## config.mk

```make
export PLATFORM = sky130hd
export DESIGN_NAME = morse_rx
export DESIGN_NICKNAME = d
export VERILOG_FILES = /design/src/rtl/morse_pkg.sv /design/src/rtl/morse_lut.sv /design/src/rtl/morse_rx.sv
export SDC_FILE = /design/constraint.sdc
export NUM_CORES = 1
export LEC_CHECK = 0
export BUFFER_PORTS_ARGS = -buffer_cell sky130_fd_sc_hd__buf_2
export CORE_MARGIN = 2
export CORE_UTILIZATION = 45
export DETAILED_ROUTE_END_ITERATION = 6
export GPL_TIMING_DRIVEN = 0
export HOLD_SLACK_MARGIN = 0.1
export SYNTH_ARGS = -nofsm -noshare
export SYNTH_HDL_FRONTEND = slang
export SYNTH_HIERARCHICAL = 1
export SYNTH_SLANG_ARGS = --single-unit
```

## constraint.sdc

```tcl
create_clock -name clk -period 4.7 [get_ports clk]
set_clock_uncertainty 0.05 [all_clocks]
set_input_delay 0.235 -clock clk [delete_from_list [all_inputs] [get_ports clk]]
set_output_delay 0.235 -clock clk [all_outputs]
set_load 0.03 [all_outputs]
```

## src/rtl/morse_pkg.sv

```systemverilog
// Shared Morse receiver definitions: character codes, FSM states and
// symbol-register sizing.
package morse_pkg;

  // Character codes: A-Z = 0..25, 0-9 = 26..35
  localparam logic [5:0] CODE_A       = 6'd0;
  localparam logic [5:0] CODE_0       = 6'd26;
  localparam logic [5:0] CODE_SPACE   = 6'd36;
  localparam logic [5:0] CODE_UNKNOWN = 6'd63;

  typedef enum logic [1:0] {LOCKOUT, IDLE, PRESS, GAP} state_t;

  // Width of the symbol-count field, able to hold 0..max_syms
  function automatic int len_w(input int max_syms);
    return $clog2(max_syms + 1);
  endfunction

endpackage

```

## src/rtl/morse_lut.sv

```systemverilog
// Combinational Morse decoder. Pattern bit 0 is the first symbol, dash = 1.
// Anything that is not a standard letter or digit decodes to CODE_UNKNOWN.
module morse_lut
  import morse_pkg::*;
#(
  parameter int MAX_SYMS = 5
) (
  input  logic [len_w(MAX_SYMS)-1:0] len,
  input  logic [MAX_SYMS-1:0]        pattern,
  output logic [5:0]                 code
);

  int         l;
  logic [4:0] pat5;
  logic [7:0] key;

  // Look up {length, first five symbols}; bits past the length are masked
  always_comb begin
    l = int'(len);
    for (int i = 0; i < 5; i++)
      pat5[i] = (i < MAX_SYMS && i < l) ? pattern[i] : 1'b0;
    key  = {3'(l), pat5};
    code = CODE_UNKNOWN;
    if (l <= 5) begin
      case (key)
        {3'd2, 5'b00010}: code = 6'd0;   // A .-
        {3'd4, 5'b00001}: code = 6'd1;   // B -...
        {3'd4, 5'b00101}: code = 6'd2;   // C -.-.
        {3'd3, 5'b00001}: code = 6'd3;   // D -..
        {3'd1, 5'b00000}: code = 6'd4;   // E .
        {3'd4, 5'b00100}: code = 6'd5;   // F ..-.
        {3'd3, 5'b00011}: code = 6'd6;   // G --.
        {3'd4, 5'b00000}: code = 6'd7;   // H ....
        {3'd2, 5'b00000}: code = 6'd8;   // I ..
        {3'd4, 5'b01110}: code = 6'd9;   // J .---
        {3'd3, 5'b00101}: code = 6'd10;  // K -.-
        {3'd4, 5'b00010}: code = 6'd11;  // L .-..
        {3'd2, 5'b00011}: code = 6'd12;  // M --
        {3'd2, 5'b00001}: code = 6'd13;  // N -.
        {3'd3, 5'b00111}: code = 6'd14;  // O ---
        {3'd4, 5'b00110}: code = 6'd15;  // P .--.
        {3'd4, 5'b01011}: code = 6'd16;  // Q --.-
        {3'd3, 5'b00010}: code = 6'd17;  // R .-.
        {3'd3, 5'b00000}: code = 6'd18;  // S ...
        {3'd1, 5'b00001}: code = 6'd19;  // T -
        {3'd3, 5'b00100}: code = 6'd20;  // U ..-
        {3'd4, 5'b01000}: code = 6'd21;  // V ...-
        {3'd3, 5'b00110}: code = 6'd22;  // W .--
        {3'd4, 5'b01001}: code = 6'd23;  // X -..-
        {3'd4, 5'b01101}: code = 6'd24;  // Y -.--
        {3'd4, 5'b00011}: code = 6'd25;  // Z --..
        {3'd5, 5'b11111}: code = 6'd26;  // 0 -----
        {3'd5, 5'b11110}: code = 6'd27;  // 1 .----
        {3'd5, 5'b11100}: code = 6'd28;  // 2 ..---
        {3'd5, 5'b11000}: code = 6'd29;  // 3 ...--
        {3'd5, 5'b10000}: code = 6'd30;  // 4 ....-
        {3'd5, 5'b00000}: code = 6'd31;  // 5 .....
        {3'd5, 5'b00001}: code = 6'd32;  // 6 -....
        {3'd5, 5'b00011}: code = 6'd33;  // 7 --...
        {3'd5, 5'b00111}: code = 6'd34;  // 8 ---..
        {3'd5, 5'b01111}: code = 6'd35;  // 9 ----.
        default:          code = CODE_UNKNOWN;
      endcase
    end
  end

endmodule

```

## src/rtl/morse_rx.sv

```systemverilog
// Morse key receiver: synchroniser + debouncer, press/gap timing FSM,
// symbol assembly, LUT decode and an output character FIFO.
module morse_rx
  import morse_pkg::*;
#(
  parameter int UNIT_CYCLES     = 25_000_000,
  parameter int DEBOUNCE_CYCLES = 500_000,
  parameter int DASH_UNITS      = 2,
  parameter int CHAR_GAP_UNITS  = 2,
  parameter int WORD_GAP_UNITS  = 5,
  parameter int MAX_SYMS        = 5,
  parameter int FIFO_DEPTH      = 8
) (
  input  logic                          clk,
  input  logic                          reset,
  input  logic                          button,
  output logic [5:0]                    char_code,
  output logic                          char_valid,
  input  logic                          char_ready,
  output logic                          dot_out,
  output logic                          dash_out,
  output logic                          interchar_out,
  output logic                          interword_out,
  output logic [3:0]                    t,
  output logic [$clog2(FIFO_DEPTH):0]   fifo_count,
  output logic                          overflow
);

  localparam int PW = $clog2(UNIT_CYCLES);
  localparam int DW = $clog2(DEBOUNCE_CYCLES + 1);
  localparam int LW = len_w(MAX_SYMS);
  localparam int AW = $clog2(FIFO_DEPTH);
  localparam logic [3:0] DASH_T = 4'(DASH_UNITS);
  localparam logic [3:0] CHAR_T = 4'(CHAR_GAP_UNITS);
  localparam logic [3:0] WORD_T = 4'(WORD_GAP_UNITS);

  // ---------------- input path ----------------
  logic          sync1, sync2, deb;
  logic [DW-1:0] db_cnt;

  // Synchronise and debounce. The path resets to "pressed" so LOCKOUT only
  // exits after a genuinely debounced key-up, even if the key was held.
  always_ff @(posedge clk) begin
    if (!reset) begin
      sync1  <= 1'b1;
      sync2  <= 1'b1;
      deb    <= 1'b1;
      db_cnt <= '0;
    end else begin
      sync1 <= button;
      sync2 <= sync1;
      if (sync2 == deb) begin
        db_cnt <= '0;
      end else if (db_cnt == DW'(DEBOUNCE_CYCLES - 1)) begin
        deb    <= sync2;
        db_cnt <= '0;
      end else begin
        db_cnt <= db_cnt + 1'b1;
      end
    end
  end

  // ---------------- FSM ----------------
  state_t        state, state_next;
  logic [PW-1:0] presc;
  logic          t_new;         // t advanced on the previous edge
  logic          push;
  logic [5:0]    push_code, sym_code, lut_code;
  logic          sym_bad;
  logic [LW-1:0] sym_len;
  logic [MAX_SYMS-1:0] sym_pat;

  // State register
  always_ff @(posedge clk) begin
    if (!reset) state <= LOCKOUT;
    else        state <= state_next;
  end

  // Next state, classification / gap pulses and FIFO push request
  always_comb begin
    state_next    = state;
    dot_out       = 1'b0;
    dash_out      = 1'b0;
    interchar_out = 1'b0;
    interword_out = 1'b0;
    push          = 1'b0;
    push_code     = sym_code;
    case (state)
      LOCKOUT: if (!deb) state_next = IDLE;
      IDLE:    if (deb)  state_next = PRESS;
      PRESS: begin
        if (!deb) begin
          state_next = GAP;
          if (t >= DASH_T) dash_out = 1'b1;
          else             dot_out  = 1'b1;
        end
      end
      GAP: begin
        if (t_new && t == CHAR_T) begin
          interchar_out = 1'b1;
          push          = 1'b1;
        end else if (t_new && t == WORD_T) begin
          interword_out = 1'b1;
          push          = 1'b1;
          push_code     = CODE_SPACE;
          state_next    = IDLE;
        end
        if (deb) state_next = PRESS;
      end
      default: state_next = LOCKOUT;
    endcase
  end

  // Unit timer: restarts on every state change, t saturates at 15
  always_ff @(posedge clk) begin
    if (!reset || state_next != state) begin
      presc <= '0;
      t     <= '0;
      t_new <= 1'b0;
    end else if (presc == PW'(UNIT_CYCLES - 1)) begin
      presc <= '0;
      t_new <= (t != 4'd15);
      if (t != 4'd15) t <= t + 4'd1;
    end else begin
      presc <= presc + 1'b1;
      t_new <= 1'b0;
    end
  end

  // Symbol register: append on classification, clear once the char is pushed
  always_ff @(posedge clk) begin
    if (!reset || interchar_out) begin
      sym_pat <= '0;
      sym_len <= '0;
      sym_bad <= 1'b0;
    end else if (dot_out || dash_out) begin
      if (sym_len == LW'(MAX_SYMS)) begin
        sym_bad <= 1'b1;
      end else begin
        for (int i = 0; i < MAX_SYMS; i++)
          if (i == int'(sym_len)) sym_pat[i] <= dash_out;
        sym_len <= sym_len + 1'b1;
      end
    end
  end

  morse_lut #(.MAX_SYMS(MAX_SYMS)) u_lut (
    .len     (sym_len),
    .pattern (sym_pat),
    .code    (lut_code)
  );

  assign sym_code = sym_bad ? CODE_UNKNOWN : lut_code;

  // ---------------- output FIFO ----------------
  logic [5:0]    mem [FIFO_DEPTH];
  logic [AW-1:0] wr_ptr, rd_ptr;
  logic          pop, full, accept;

  assign char_valid = (fifo_count != '0);
  assign full       = (fifo_count == (AW+1)'(FIFO_DEPTH));
  assign pop        = char_valid && char_ready;
  assign accept     = push && (!full || pop);
  assign char_code  = char_valid ? mem[rd_ptr] : 6'd0;

  // Pointers, occupancy and sticky overflow on a dropped push
  always_ff @(posedge clk) begin
    if (!reset) begin
      wr_ptr     <= '0;
      rd_ptr     <= '0;
      fifo_count <= '0;
      overflow   <= 1'b0;
    end else begin
      if (accept) wr_ptr <= wr_ptr + 1'b1;
      if (pop)    rd_ptr <= rd_ptr + 1'b1;
      if (accept && !pop)      fifo_count <= fifo_count + 1'b1;
      else if (!accept && pop) fifo_count <= fifo_count - 1'b1;
      if (push && !accept) overflow <= 1'b1;
    end
  end

  // Storage array, no reset needed: contents are only seen while valid
  always_ff @(posedge clk) begin
    if (accept) mem[wr_ptr] <= push_code;
  end

endmodule

```

==> results of run 1 <==
==> critical path, stage by stage (launching register included) <==
cell,delay [ns]
dfxtp_1,0.39
nor4_2,0.76
inv_1,0.19
nand2_1,0.19
ha_1,0.18
inv_1,0.09
ha_1,0.28
a21o_1,0.17
a21oi_1,0.19
mux2i_1,0.24
mux2i_1,0.19
==> cells in the final DEF (no fill, tap or decap), drive strengths merged, types with 10 or more instances in the layout <==
master,count
a21oi,29
and2,10
buf,42
clkbuf,28
dfxtp,77
edfxtp,48
ha,15
inv,25
mux2i,14
mux4,12
nand2,36
nand3,27
nor2,66
nor3,14
o21ai,20
o31ai,12
or3,11
or4,12
xnor2,21
==> routing by layer <==
metal / global-route usage (%) / wire [microns] / vias up
met5: 0 / 0 / -
met4: 6.96 / 223 / 0
met3: 5.40 / 721 / 23
met2: 30.3 / 6330 / 117
met1: 25.6 / 6280 / 2292
li1: - / - / 2381
==> per-stage QoR <==
step                instances  instance area (sq um)  hold slack [ns]  setup WS, ns  util [%]
floorplan                 613                   6410            0.286          1.61         -
global placement          816                   6750            0.360          1.26      48.6
detailed placement        816                   6750            0.357          1.12      48.6
CTS                       850                   7350            0.247          1.07      53.0
global route              850                   7360            0.276          1.39      53.0
finish                    850                   7360            0.257          1.70      53.0
==> final cells by class <==
cell class / count / area, sq um / share of cell area, %
sequential: 125 / 2980 / 40.5
tap: 180 / 225 / 3.06
inverter: 19 / 71.3 / 0.969
timing repair buffer: 25 / 135 / 1.84
clock buffer: 17 / 425 / 5.78
multi-input combinational: 439 / 3160 / 42.9
clock inverter: 15 / 156 / 2.13
buffer: 30 / 203 / 2.76
==> cells in the mapped netlist (3+ instances only) <==
library cell and number:
nor3b_1 5, mux4_2 12, xor2_1 9, nor4_1 9, and3_1 6, nand2_1 36, nor4b_1 4, inv_1 18
or4_4 3, and2b_1 3, mux2i_1 14, and2_1 10, and3_2 3, xnor2_1 21, o211ai_1 4, o21ai_1 6
a211oi_1 3, and4_1 5, and3b_1 3, ha_1 15, o21ai_0 12, clkbuf_1 9, o22a_1 3, a31oi_1 3
a311oi_1 6, buf_4 4, nor2b_1 7, a21boi_0 4, or4_1 9, nor2_1 66, a21oi_1 27, nand3_1 25
nand2b_1 9, dfxtp_1 77, nand4_1 6, nor3_1 13, or3_1 11, nand4b_1 3, o31ai_1 12, edfxtp_1 48
buf_2 4, buf_6 9
==> report_power, final <==
part,leakage [uW],switching [uW],internal [uW]
clock,0.000276,518,745
combinational,0.00115,256,187
sequential,0.000965,37.1,1150
total,0.00239,811,2080
==> sequential cells by signal (all words and copies together), names as in the netlist, named ones only <==
signal / cells
state: 2
wr_ptr: 3
sym_len: 3
db_cnt: 19
deb: 1
mem: 48
sym_pat: 5
fifo_count: 4
presc: 25
sync2: 1
sync1: 1
sym_bad: 1
t: 4
t_new: 1
overflow: 1
rd_ptr: 3
==> cells by family after synthesis <==
| kind of cell | after synthesis | share of synthesized area, % |
|---|---|---|
| multiplexers | 28 | 6.76 |
| flip-flops | 125 | 46.5 |
| adder cells (fa/ha/maj) | 16 | 3.24 |
| AO/OA/AOI/OAI | 112 | 12.8 |
| XOR/XNOR | 30 | 4.10 |
| buffers and inverters | 49 | 4.28 |
| AND/OR/NAND/NOR | 253 | 22.3 |
==> worst min-delay path by stage <==
stage,depth (start not counted),slack (ns),end,from
2_1_floorplan,1,0.29,sync1,button
3_3_place_gp,1,0.36,sync2,sync1
3_5_place_dp,1,0.36,sync2,sync1
4_1_cts,4,0.25,db_cnt[17],reset
5_1_grt,4,0.28,db_cnt[17],reset
6_report,4,0.26,db_cnt[17],reset
==> results.sh, run 1 <==
export IMPL_p_leak_uw=0.00239
export IMPL_fin_setup_tns_ns=0
export IMPL_antenna_found_initial=0
export IMPL_vias_per_cell=5.66
export IMPL_seq_area_frac_synth_pct=46.5
export IMPL_cts_buffers=17
export IMPL_cts_root_buf="clkbuf_16"
export IMPL_die_area_sq_um=15200
export IMPL_fin_crit_ns=3.00
export IMPL_power_uw=2890
export IMPL_routed_wirelength_mm=13.6
export IMPL_tightest_slew_ns=1.19
export IMPL_critPathLaunchType="register"
export IMPL_timing_rr_start="fifo_count[0]"
export IMPL_grt_max_degree=17
export IMPL_netlist_instances=613
export IMPL_cts_setup_buffers=0
export IMPL_initial_core_util_pct=46.2
export IMPL_reg2reg_to="fifo_count[3]"
export IMPL_p_per_area_nw_per_um2=392
export IMPL_slew_headroom_pct=19.9
export IMPL_firstDrtPassIters=5
export IMPL_row_count=43
export IMPL_grt_overflow=0
export IMPL_hold_class="input port to register"
export IMPL_period_share_pct=63.8
export IMPL_synthFlopType="dfxtp_1"
export IMPL_cts_tree="yes"
export IMPL_vias=4813
export IMPL_path_max_fanout=7
export IMPL_drt_iter0_markers=437
export IMPL_yosys_top_cells_area="dfxtp_1 (24%), edfxtp_1 (22%), mux4_2 (4.2%)"
export IMPL_slew_viol_final=0
export IMPL_synth_avg_cell_area_sq_um=10.5
export IMPL_hold_violations=0
export IMPL_critical_path_class="register to register"
export IMPL_cts_resized=0
export IMPL_grt_pass1_vias=4593
export IMPL_drt_wirelength_per_cell_microns=16.0
export IMPL_synth_cell_type_count=85
export IMPL_synth_top_area_share_pct=24.1
export IMPL_io_pins=24
export IMPL_end_kind="register"
export IMPL_rsz0062_at_grt="no"
export IMPL_ant_nets=0
export IMPL_antenna_cells=0
export IMPL_die_h_microns=123
export IMPL_ys_async_sr_fraction_pct=0
export IMPL_area_growth_pct=14.8
export IMPL_cp_arrival_ns=3.30
export IMPL_grt_pass1_wl_mm=22.7
export IMPL_core_area_sq_um=13900
export IMPL_clk_pin_slew_worst_paths_ns=0.06
export IMPL_dp_hpwl_mm=9.63
export IMPL_drcViolationCount=0
export IMPL_postCtsHoldBufs=2
export IMPL_gp_congestion=0.931
export IMPL_clock_latency_ns=0.42
export IMPL_critical_path_endpoint="fifo_count[3]"
export IMPL_max_vdd_ir_drop_mv=0.336
export IMPL_fin_nets=677
export IMPL_maxCapViolations=0
export IMPL_crit_path_start="fifo_count[0]"
export IMPL_drive_gt1_share_pct=18.1
export IMPL_cts_buffer_depth=2
export IMPL_num_fill_cells=1240
export IMPL_setup_viol=0
export IMPL_yosys_register_bits=125
export IMPL_clock_sinks=125
export IMPL_synth_top_area_cell="dfxtp_1"
export IMPL_portBuffers=23
export IMPL_grt_usage_pct=19.3
export IMPL_rrSetupSlack_ns=1.70
export IMPL_status="complete, no violations"
export IMPL_synth_nets=633
export IMPL_dieWidth_microns=123
export IMPL_htree_num_levels=4
export IMPL_fmax_mhz=333
export IMPL_yosysWarnings=6
export IMPL_syn_area_sq_um=6410
export IMPL_critPathRequiredTime_ns=5.00
export IMPL_synth_edf_count=48
export IMPL_r2r_cells=10
Note: power is estimated with default switching activity, not from simulation.
==> run 2, diff against run 1 <==
Clock period 4.7 ns to 2.4 ns, I/O delays scaled along.
==> run 2 against run 1 <==
Die area unchanged; clock power up 97%; clock-buffer cell count grew 4; critical path depth fell by 2; utilization is 1.8 points higher; sequential power is 98% higher; first-iteration DRC count fell by 26%; wire length rose by 4.2%; maximum frequency increased by 27%; flip-flop and latch count unchanged; total power up 100%; global-route usage increased by 0.20 points; critical endpoint is now mem[3][1]; highest routed layer unchanged.
==> results.sh, run 2 (synthesized netlist as in run 1, its figures left out) <==
export IMPL_status="complete, no violations"
export IMPL_drt_wirelength_per_cell_microns=16.5
export IMPL_hold_violations=0
export IMPL_holdWs_ns=0.147
export IMPL_grt_pass1_vias=4646
export IMPL_dp_hpwl_mm=9.87
export IMPL_fin_setup_tns_ns=0
export IMPL_largest_reg_flops=48
export IMPL_critPathLaunchType="register"
export IMPL_slew_headroom_pct=53.8
export IMPL_clock_sinks=125
export IMPL_cp_arrival_ns=2.36
export IMPL_top_usage_layer="met2"
export IMPL_hold_class="input port to register"
export IMPL_slew_viol_final=0
export IMPL_io_pins=24
export IMPL_final_common_cell="dfxtp_1"
export IMPL_fin_crit_ns=2.37
export IMPL_portBuffers=23
export IMPL_critical_path_class="register to register"
export IMPL_path_max_fanout=6
export IMPL_dieWidth_microns=123
export IMPL_ant_nets=0
export IMPL_vias=4902
export IMPL_rsz0062_at_grt="yes"
export IMPL_clock_latency_ns=0.42
export IMPL_max_vdd_ir_drop_mv=0.533
export IMPL_mostFrequentLayoutCells="dfxtp_1 (66), nor2_1 (62), edfxtp_1 (48)"
export IMPL_die_area_sq_um=15200
export IMPL_row_count=43
export IMPL_end_kind="register"
export IMPL_fmax_mhz=423
export IMPL_cts_tree="yes"
export IMPL_core_area_sq_um=13900
export IMPL_routed_wirelength_mm=14.1
export IMPL_gp_congestion=0.891
export IMPL_cp_slowest_cell="nor3b_2"
export IMPL_die_h_microns=123
export IMPL_cts_root_buf="clkbuf_16"
export IMPL_crit_chain="inv_4 > ha_4 > mux2i_4 > a211oi_4 > buf_4 > buf_4 > nand2_1 > nor3b_2"
export IMPL_cp_slowest_stage_delay_ns=0.61
export IMPL_maxCapViolations=0
export IMPL_tightest_slew_ns=0.691
export IMPL_cts_buffer_depth=2
export IMPL_grt_use_met3_pct=4.89
export IMPL_grt_util_met2_pct=32.2
export IMPL_clk_pin_slew_worst_paths_ns=0.06
export IMPL_use_met1_pct=24.5
export IMPL_largest_register="mem"
export IMPL_vias_per_cell=5.71
export IMPL_setup_viol=0
export IMPL_period_share_pct=98.6
export IMPL_num_fill_cells=1208
export IMPL_p_leak_uw=0.00248
export IMPL_drcViolationCount=0
export IMPL_cpMostUsedCell="buf_4"
export IMPL_grt_max_degree=17
export IMPL_grt_pass1_wl_mm=23.0
export IMPL_fin_nets=684
export IMPL_initial_core_util_pct=46.2
export IMPL_path_delay_family="simple AND/OR/NAND/NOR gates"
export IMPL_drive_gt1_share_pct=24.5
export IMPL_top_regs="mem: 48 flops, presc: 25 flops, db_cnt: 19 flops"
export IMPL_grt_overflow=0
export IMPL_critPathRequiredTime_ns=2.39
export IMPL_worstPathBufferInverterCount=3
export IMPL_drt_iter0_markers=322
export IMPL_cts_buffers=17
export IMPL_p_per_area_nw_per_um2=758
export IMPL_area_growth_pct=18.8
export IMPL_firstDrtPassIters=4
export IMPL_antenna_found_initial=0
export IMPL_htree_num_levels=4
export IMPL_grt_usage_pct=19.5
## run 2: changes by cell type in the layout (fill, tap and decap cells not counted), sizes merged
cell and delta:
inv -5, clkbuf +2, buf +9, clkinvlp +1, diode +1, clkinv -1
bufinv +1
## run 2: what timing repair did
item / CTS / global route
setup buffers: 4 / 4
hold buffers: 2 / 0
endpoints found under the hold margin: 3 / 0
setup endpoints to repair: 93 / 75
pin swaps: 2 / 7
gates resized for setup: 15 / 23
cloned: 0 / 0
## run 2: worst reg2reg max path, delay by kind of cell (launching register included)
family	cells	cell delay, ns
AOI/OAI and AO/OA	1	0.26
adders and majority gates	1	0.14
buffers and inverters	3	0.33
DFF	1	0.37
muxes	1	0.09
and+or+nand+nor	2	0.75
## run 2: per-stage QoR
step | power (uW) | cell area (sq um) | utilization (%) | instances | setup WS, ns
CTS | 5820 | 7510 | 54.1 | 854 | 0.000479
global placement | 3300 | 6820 | 49.1 | 816 | -0.506
finish | 5770 | 7610 | 54.8 | 858 | 0.0333
global route | 6010 | 7610 | 54.8 | 857 | -0.0609
floorplan | 3090 | 6480 | - | 613 | 0.00834
detailed placement | 3310 | 6820 | 49.1 | 816 | -0.446
## run 2: path summary, 6_finish.rpt
check,from,to,slack (ns),cells after the start
max,t[1],mem[3][1],0.03,8
max reg2reg,t[1],mem[3][1],0.03,8
min reg2reg,sync1,sync2,0.37,1
min,reset,db_cnt[17],0.15,4
## run 2: report_power, final
part	internal, uW	switching, uW	total (uW)
clock network	1570	910	2480
logic	421	531	952
registers	2250	88.0	2340
total	4240	1530	5770
## run 2: cell type report
class | count | area [sq um] | area share [%]
antenna | 1 | 2.50 | 0.0329
buffer | 29 | 206 | 2.71
clock buffer | 21 | 460 | 6.05
clock inverter | 11 | 118 | 1.55
inverter | 19 | 78.8 | 1.04
multi-input combinational | 439 | 3310 | 43.5
sequential | 125 | 3010 | 39.6
tap | 180 | 225 | 2.96
timing repair buffer | 33 | 199 | 2.61
## run 2: metal layers
layer	part of all wire (%)	up-vias	wire length, microns
li1	-	2390	-
met1	45	2354	6360
met2	48	130	6820
met3	4.9	28	689
met4	1.8	0	256
met5	0	-	0
==> run 3, diff against run 2 <==
Settings changed: CORE_UTILIZATION 45 to 25, SETUP_SLACK_MARGIN set to 0.5.
==> run 3 against run 2 <==
Maximum frequency is 6.6% higher; setup slack better by 0.15 ns; largest cell class unchanged; clock power is 8.9% lower; combinational power is 13% higher; critical path depth is 1 lower; worst hold slack worse by 0.019 ns; first-iteration DRC count is 31% lower; utilization is 20 points lower; flip-flop and latch count stayed put; cell count is 23% higher.
==> results.sh, run 3 (synthesized netlist as in run 1, its figures left out) <==
export IMPL_placed_area_sq_um=7180
export IMPL_dp_hpwl_mm=9.53
export IMPL_max_vdd_ir_drop_mv=0.622
export IMPL_drt_wirelength_per_cell_microns=14.0
export IMPL_maxCapViolations=0
export IMPL_drive_gt1_share_pct=38.5
export IMPL_dp_cells=966
export IMPL_antenna_found_initial=0
export IMPL_antenna_cells=0
export IMPL_gp_congestion=0.859
export IMPL_fin_crit_ns=2.22
export IMPL_vias_per_cell=4.78
export IMPL_cp_arrival_ns=2.31
export IMPL_drt_iter0_markers=223
export IMPL_cts_root_buf="clkbuf_16"
export IMPL_rrSetupSlack_ns=0.18
export IMPL_reg2reg_to="mem[5][5]"
export IMPL_io_pins=24
export IMPL_mostFrequentLayoutCells="nor2_1 (51), buf_4 (51), edfxtp_1 (48)"
export IMPL_fin_nets=734
export IMPL_hold_class="input port to register"
export IMPL_ant_nets=0
export IMPL_finalInstanceArea_sq_um=8780
export IMPL_critical_path_class="register to register"
export IMPL_fmax_mhz=450
export IMPL_p_per_area_nw_per_um2=649
export IMPL_firstDrtPassIters=4
export IMPL_largest_register="mem"
export IMPL_top_regs="mem: 48 flops, presc: 25 flops, db_cnt: 19 flops"
export IMPL_cts_buffer_depth=2
export IMPL_timing_rr_start="sym_len[1]"
export IMPL_vias=5053
export IMPL_dieWidth_microns=164
export IMPL_tightest_slew_ns=0.699
export IMPL_status="complete, no violations"
export IMPL_p_leak_uw=0.00284
export IMPL_grt_pass1_wl_mm=24.5
export IMPL_period_share_pct=92.5
export IMPL_grt_max_degree=17
export IMPL_setup_viol=0
export IMPL_clock_sinks=125
export IMPL_r2r_cells=7
export IMPL_critPathLaunchType="register"
export IMPL_htree_num_levels=4
export IMPL_initial_core_util_pct=25.4
export IMPL_clock_latency_ns=0.41
export IMPL_area_growth_pct=37.1
export IMPL_hold_violations=0
export IMPL_holdPathStages=4
export IMPL_cts_buffers=17
export IMPL_row_count=58
export IMPL_slew_headroom_pct=53.4
export IMPL_cts_tree="yes"
export IMPL_portBuffers=23
export IMPL_min_to="rd_ptr[2]"
export IMPL_num_fill_cells=2427
export IMPL_drcViolationCount=0
export IMPL_fin_util_pct=34.9
export IMPL_grt_pass1_vias=4912
export IMPL_slew_viol_final=0
export IMPL_fin_setup_tns_ns=0
export IMPL_final_cells=1057
export IMPL_hp_start="char_ready"
export IMPL_largest_reg_flops=48
export IMPL_holdWs_ns=0.128
export IMPL_grt_usage_pct=11.3
export IMPL_critPathRequiredTime_ns=2.49
export IMPL_core_area_sq_um=25200
export IMPL_path_max_fanout=8
export IMPL_clk_pin_slew_worst_paths_ns=0.05
export IMPL_end_kind="register"
export IMPL_grt_overflow=0
export IMPL_die_h_microns=164
export IMPL_rsz0062_at_grt="yes"
export IMPL_routed_wirelength_mm=14.8
export IMPL_die_area_sq_um=26900
==> run 3: how the worst max path moves through the flow <==
stage	start	endpoint
global placement	t[3]	fifo_count[3]
finish	sym_len[1]	mem[5][5]
detailed placement	t[3]	fifo_count[3]
CTS	t[3]	fifo_count[3]
global route	t[0]	fifo_count[3]
floorplan	t[3]	fifo_count[3]
==> run 3: timing repair <==
action                                 CTS  global route
pin swaps                               37            33
hold buffers                             2             0
setup buffers                           35            18
endpoints found under the hold margin    3             0
resized for setup                       87            69
setup endpoints to repair              158           139
gates cloned                             3             1
==> run 3: per-stage QoR <==
step / total power, uW / setup WS (ns)
after CTS: 5770 / 0.188
final: 5700 / 0.180
after global placement: 3310 / -0.0639
after detailed placement: 3330 / -0.107
after global routing: 5970 / 0.0537
after floorplan: 3110 / 0.123
==> run 3: worst max-delay path, cell delays in order (launching register included) <==
cell     delay (ns)
dfxtp_4        0.36
buf_8          0.13
or3b_4         0.42
o32ai_4        0.36
nor3b_4        0.09
nand3_2        0.11
o21ai_2        0.06
or3_4          0.37
==> run 3: final cells by class <==
cell class	count	area, sq um	area share, %
clock buffers	21	440	5.01
flip-flops and latches	125	3060	34.8
well taps	330	413	4.70
repair buffers	82	704	8.02
inverters	19	81.3	0.926
multi-input cells	439	3730	42.5
plain buffers	30	280	3.19
clock inverters	11	76.3	0.869
==> run 3: per-layer routing <==
layer	GRT usage [%]	routed length (microns)
met5	0	0
met4	5.34	391
met3	2.47	643
met2	18.7	7050
met1	14.1	6720
==> run 3: where the power goes <==
part	total [uW]	internal, uW	switching [uW]
logic	1080	530	552
clock network	2260	1390	871
registers	2350	2250	100
